==> config.mk <==
export PLATFORM = sky130hd
export DESIGN_NAME = fetch_stage
export DESIGN_NICKNAME = d
export VERILOG_FILES = /design/src/rtl/fetch_stage.sv
export SDC_FILE = /design/constraint.sdc
export NUM_CORES = 1
export LEC_CHECK = 0
export BUFFER_PORTS_ARGS = -buffer_cell sky130_fd_sc_hd__clkbuf_2
export CORE_MARGIN = 2
export CORE_UTILIZATION = 59
export CTS_CLUSTER_DIAMETER = 200
export DETAILED_ROUTE_END_ITERATION = 6
export HOLD_SLACK_MARGIN = 0.1
export PLACE_DENSITY = 0.87
export SETUP_SLACK_MARGIN = 0.3
export SYNTH_ARGS = -nofsm -noshare
export SYNTH_HDL_FRONTEND = slang
export SYNTH_SLANG_ARGS = --single-unit
==> constraint.sdc <==
create_clock -name CLK -period 4.65 [get_ports CLK]
set_input_delay 1.1625 -clock CLK [delete_from_list [all_inputs] [get_ports CLK]]
set_output_delay 1.1625 -clock CLK [all_outputs]
set_load 0.02 [all_outputs]
==> src/rtl/fetch_stage.sv <==
// Instruction-fetch stage: owns the PC, runs the imem read handshake, holds
// an instruction across IF/ID stalls and squashes fetches on redirect/halt.
module fetch_stage #(
  parameter logic [31:0] RESET_PC = 32'h0000_0000,
  parameter int          WORD_W   = 32
) (
  input  logic              CLK,
  input  logic              nRST,
  output logic              iREN,
  output logic [WORD_W-1:0] iaddr,
  input  logic              ihit,
  input  logic [WORD_W-1:0] iload,
  input  logic              Write_IF_ID,
  input  logic              redirect,
  input  logic [WORD_W-1:0] redirect_pc,
  input  logic              halt,
  output logic [WORD_W-1:0] pc,
  output logic [WORD_W-1:0] instr,
  output logic              j_en,
  output logic              b_en,
  output logic              flush_IF_ID
);

  typedef enum logic [1:0] {FETCH, HOLD, HALTED} state_t;

  typedef struct packed {
    logic [WORD_W-1:0] pc;
    logic [WORD_W-1:0] instr;
  } hold_t;

  localparam logic [6:0] OP_JAL    = 7'b1101111;
  localparam logic [6:0] OP_JALR   = 7'b1100111;
  localparam logic [6:0] OP_BRANCH = 7'b1100011;

  state_t            state, state_nxt;
  hold_t             hold_q, hold_nxt;
  logic [WORD_W-1:0] pc_reg, pc_nxt;
  logic [WORD_W-1:0] pc_o, instr_o;
  logic              ren, flush, flush_o;

  always_ff @(posedge CLK or negedge nRST) begin
    if (!nRST) begin
      pc_reg <= WORD_W'(RESET_PC);
      state  <= FETCH;
      hold_q <= '0;
    end else begin
      pc_reg <= pc_nxt;
      state  <= state_nxt;
      hold_q <= hold_nxt;
    end
  end

  always_comb begin
    state_nxt = state;
    pc_nxt    = pc_reg;
    hold_nxt  = hold_q;
    ren       = 1'b0;
    flush     = 1'b1;
    pc_o      = pc_reg;
    instr_o   = '0;
    case (state)
      FETCH: begin
        ren = 1'b1;
        if (ihit) begin
          instr_o = iload;
          flush   = 1'b0;
          if (Write_IF_ID) begin
            pc_nxt = pc_reg + WORD_W'(4);
          end else begin
            hold_nxt  = '{pc: pc_reg, instr: iload};
            state_nxt = HOLD;
          end
        end
      end
      HOLD: begin
        pc_o    = hold_q.pc;
        instr_o = hold_q.instr;
        flush   = 1'b0;
        if (Write_IF_ID) begin
          pc_nxt    = hold_q.pc + WORD_W'(4);
          state_nxt = FETCH;
        end
      end
      default: ;
    endcase
    // halt outranks redirect; both squash whatever would have been presented
    if (state != HALTED) begin
      if (halt) begin
        state_nxt = HALTED;
        pc_nxt    = pc_reg;
        hold_nxt  = hold_q;
        flush     = 1'b1;
        pc_o      = pc_reg;
        instr_o   = '0;
      end else if (redirect) begin
        state_nxt = FETCH;
        pc_nxt    = redirect_pc;
        hold_nxt  = '0;
        flush     = 1'b1;
        pc_o      = pc_reg;
        instr_o   = '0;
      end
    end
  end

  // outputs are combinational, so the async reset must also gate them directly
  assign flush_o     = !nRST || flush;
  assign flush_IF_ID = flush_o;
  assign iREN        = nRST && ren;
  assign iaddr       = pc_reg;
  assign pc          = nRST ? pc_o : '0;
  assign instr       = nRST ? instr_o : '0;
  assign j_en        = !flush_o && (instr_o[6:0] == OP_JAL || instr_o[6:0] == OP_JALR);
  assign b_en        = !flush_o && (instr_o[6:0] == OP_BRANCH);

endmodule
==> impl_metrics.json <==
{
  "synth_top_family_by_area": "compound AO/OA/AOI/OAI gates",
  "ys_ff_latch": 98,
  "synthMuxAreaShare_pct": 0.772,
  "timing.rr.end": "hold_q[49]$_DFFE_PN0P_",
  "grt_pass1_vias": 7032,
  "worst-slew-pin-transition_ns": 1.25,
  "routed_wl_mm": 22.7,
  "cp_max_fo": 13,
  "vias": 7484,
  "die_x_um": 111,
  "antenna_cells": 0,
  "max_freq_mhz": 244,
  "postRouteAntennaNets": 0,
  "powerDensity_mw_per_mm2": 260,
  "clk_pin_slew_ns": 0.07,
  "synthArstFlopShare_pct": 100,
  "grt_max_degree": 55,
  "drv_cap": 0,
  "synth-xor-area-share_pct": 3.60,
  "path_cells": "clkbuf_2, or3b_1, nor2_1, a22oi_1, nor2b_1, nand3_1, nor2_1, clkbuf_2",
  "fin_tns_setup_ns": 0,
  "initial_utilization_pct": 60.2,
  "dieArea_sq_mm": 0.0124,
  "cts_buffers": 9,
  "drv_slew": 0,
  "setup_viol": 0,
  "die_h_um": 111,
  "cp-endpoint": "b_en",
  "ios": 170,
  "crit_slowest_cell": "or3b_1",
  "port-buffer-count": 169,
  "insertion_delay_ns": 0.37,
  "fin_crit_sh_pct": 88.1,
  "crit_start": "ihit",
  "synth_compound_area_share_pct": 29.5,
  "critPathKind": "in -> out",
  "wl_per_cell_um": 19.7,
  "cts_tree": "done",
  "synth-edff-count": 0,
  "antenna_found_initial": 0,
  "post-place-ws_ns": 0.612,
  "post-route-worst-setup-slack_ns": 0.554,
  "register_area_sq_mm": 0.00245,
  "hp-class": "reg -> reg",
  "ys_warn_count": 0,
  "ys.flop_type": "dfrtp_1",
  "nNetsFinal": 1076,
  "grt_usage_pct": 36.4,
  "postCtsSetupRepairBufs": 0,
  "p_leak_nw": 3.60,
  "layout-drive-gt1-share_pct": 23.2,
  "synth.avg_cell_area_sq_um": 7.84,
  "hold_viol": 0,
  "core_area_sq_mm": 0.0113,
  "maxSlewHeadroom_pct": 16.7,
  "fillers": 942,
  "area_growth_syn_to_layout_pct": 18.9,
  "drt-pass1-iter-count": 5,
  "cts_sinks": 98,
  "postCtsHoldBufs": 0,
  "synthesis.area_sq_mm": 0.00681,
  "htreeDepth": 3,
  "final_cell_mix": "clkbuf_2, nand2_1, dfrtp_1",
  "drt_iter0_markers": 968,
  "multiInputGateArea_sq_mm": 0.00403,
  "peakVddDrop_v": 0.000264,
  "required_ns": 3.49,
  "finalClockSkew_ns": 0.0121,
  "ff2ff_path_depth": 6,
  "synth_fp_nets": 941,
  "total_power_mw": 2.11,
  "fin_crit_ns": 4.10,
  "overflow": 0,
  "num_rows": 39,
  "grt_pass1_wl_mm": 36.4,
  "final_common_cell": "clkbuf_2",
  "clock_tree.root_cell": "clkbuf_16",
  "cp.arrival_ns": 2.93,
  "critPathMaxStageDelay_ns": 0.46,
  "status": "finished clean",
  "yosysUniqueCellTypes": 65,
  "r2r_start": "state[0]$_DFF_PN0_",
  "cts.path.max_buffers": 2,
  "path_buf_inv": 2,
  "ys_seq_area_share_pct": 36.0,
  "rsz0062_at_grt": "false",
  "syn_inst": 869,
  "crit_path_end_kind": "output pin",
  "dp_hpwl_mm": 16.0,
  "cp.depth": 8,
  "gp_congestion": 1.02,
  "ctsResizeCount": 0,
  "synthAdderAreaFrac_pct": 0.367,
  "reg2reg_slack_ns": 1.53,
  "vias_per_cell": 6.50,
  "remaining_drc_errors": 0,
  "worstSetupStartpointType": "primary input",
  "critPathTopFamily": "simple AND/OR/NAND/NOR gates",
  "synthSimpleGateAreaFrac_pct": 24.7
}
-- worst min-delay path by stage --
stage | start | to | slack [ns] | cells after the start
after detailed placement | hold_q[25]$_DFFE_PN0P_ | hold_q[25]$_DFFE_PN0P_ | 0.49 | 1
after global routing | hold_q[25]$_DFFE_PN0P_ | hold_q[25]$_DFFE_PN0P_ | 0.53 | 1
after CTS | hold_q[25]$_DFFE_PN0P_ | hold_q[25]$_DFFE_PN0P_ | 0.51 | 1
after floorplan | hold_q[16]$_DFFE_PN0P_ | hold_q[16]$_DFFE_PN0P_ | 0.47 | 1
after global placement | hold_q[16]$_DFFE_PN0P_ | hold_q[16]$_DFFE_PN0P_ | 0.49 | 1
final | hold_q[16]$_DFFE_PN0P_ | hold_q[16]$_DFFE_PN0P_ | 0.51 | 1
-- cell families (layout without fill, tap and decap cells) --
kind of cell,Yosys count,after routing
simple gates,357,357
buf+inv,88,228
mux,5,5
flops,98,98
xor+xnor,28,28
compound gates,291,291
fa+ha+maj,2,2
-- cells in the mapped netlist (2+ instances only) --
| library cell | number | area (sq um) |
|---|---|---|
| nand2b_1 | 4 | 25.0 |
| o221ai_1 | 4 | 35.0 |
| nand4b_1 | 2 | 17.5 |
| a311oi_1 | 6 | 52.6 |
| o22ai_1 | 17 | 106 |
| nor3_1 | 22 | 110 |
| o21a_1 | 3 | 22.5 |
| inv_1 | 9 | 33.8 |
| and3_1 | 13 | 81.3 |
| clkbuf_1 | 64 | 240 |
| o31ai_1 | 4 | 30.0 |
| dfrtp_1 | 98 | 2450 |
| a21boi_0 | 34 | 255 |
| a22o_1 | 48 | 420 |
| nor2b_1 | 10 | 62.6 |
| nor2_1 | 73 | 274 |
| o211ai_1 | 4 | 30.0 |
| nand2_1 | 150 | 563 |
| o21ai_0 | 39 | 195 |
| nand4_1 | 14 | 87.6 |
| o22a_1 | 2 | 17.5 |
| mux2_2 | 2 | 22.5 |
| a31oi_1 | 12 | 75.1 |
| a22oi_1 | 36 | 270 |
| mux2i_1 | 3 | 30.0 |
| a211oi_1 | 2 | 15.0 |
| a21oi_1 | 59 | 295 |
| nor4_1 | 6 | 37.5 |
| xor2_1 | 9 | 78.8 |
| and4_1 | 5 | 43.8 |
| or4_1 | 3 | 22.5 |
| nand3_1 | 35 | 175 |
| xnor2_1 | 19 | 166 |
| a221o_1 | 3 | 30.0 |
| a221oi_1 | 4 | 35.0 |
| buf_2 | 7 | 35.0 |
| and2_1 | 7 | 43.8 |
| nor3b_1 | 2 | 15.0 |
| buf_1 | 6 | 22.5 |
| o21bai_1 | 2 | 15.0 |
| ha_1 | 2 | 25.0 |
| o2111ai_1 | 2 | 17.5 |
-- area by class of cell --
cell class	instances	area share [%]
clock buffers	9	2.78
repair buffers	202	13.7
well taps	143	2.21
multi-input cells	683	49.8
flip-flops and latches	98	30.3
inverters	10	0.464
clock inverters	7	0.742
-- routing by layer --
metal | vias to the layer above | routed length [um] | GRT usage (%)
met3 | 63 | 2590 | 10.3
met2 | 460 | 10300 | 56.4
met1 | 3520 | 9120 | 49.7
li1 | 3441 | - | -
met5 | - | 0 | 0
met4 | 0 | 676 | 11.9
-- power breakdown --
group / total (mW) / internal [mW] / switching (mW)
combinational: 0.368 / 0.144 / 0.224
sequential: 1.00 / 0.904 / 0.0973
clock: 0.739 / 0.372 / 0.368
-- stage by stage --
step | area (sq um) | utilization (%) | hold slack, ns | cells
global route | 8100 | 71.5 | 0.535 | 1152
global placement | 7810 | 69.0 | 0.489 | 1136
CTS | 8100 | 71.5 | 0.515 | 1152
finish | 8100 | 71.5 | 0.512 | 1152
detailed placement | 7810 | 69.0 | 0.495 | 1136
floorplan | 6810 | - | 0.474 | 869
-- state kept, by name (all words and copies together), names as in the netlist --
register and count:
hold_q 64, state 2, iaddr 32
-- worst register-to-register path, cell delays in order (launching register included) --
cell	delay [ns]
dfrtp_1	0.68
inv_1	0.18
nand2_1	0.17
nand2_1	0.49
nor2_1	0.22
nor2_4	1.00
a22o_1	0.31
No activity file was read; power rests on OpenSTA's default activity.
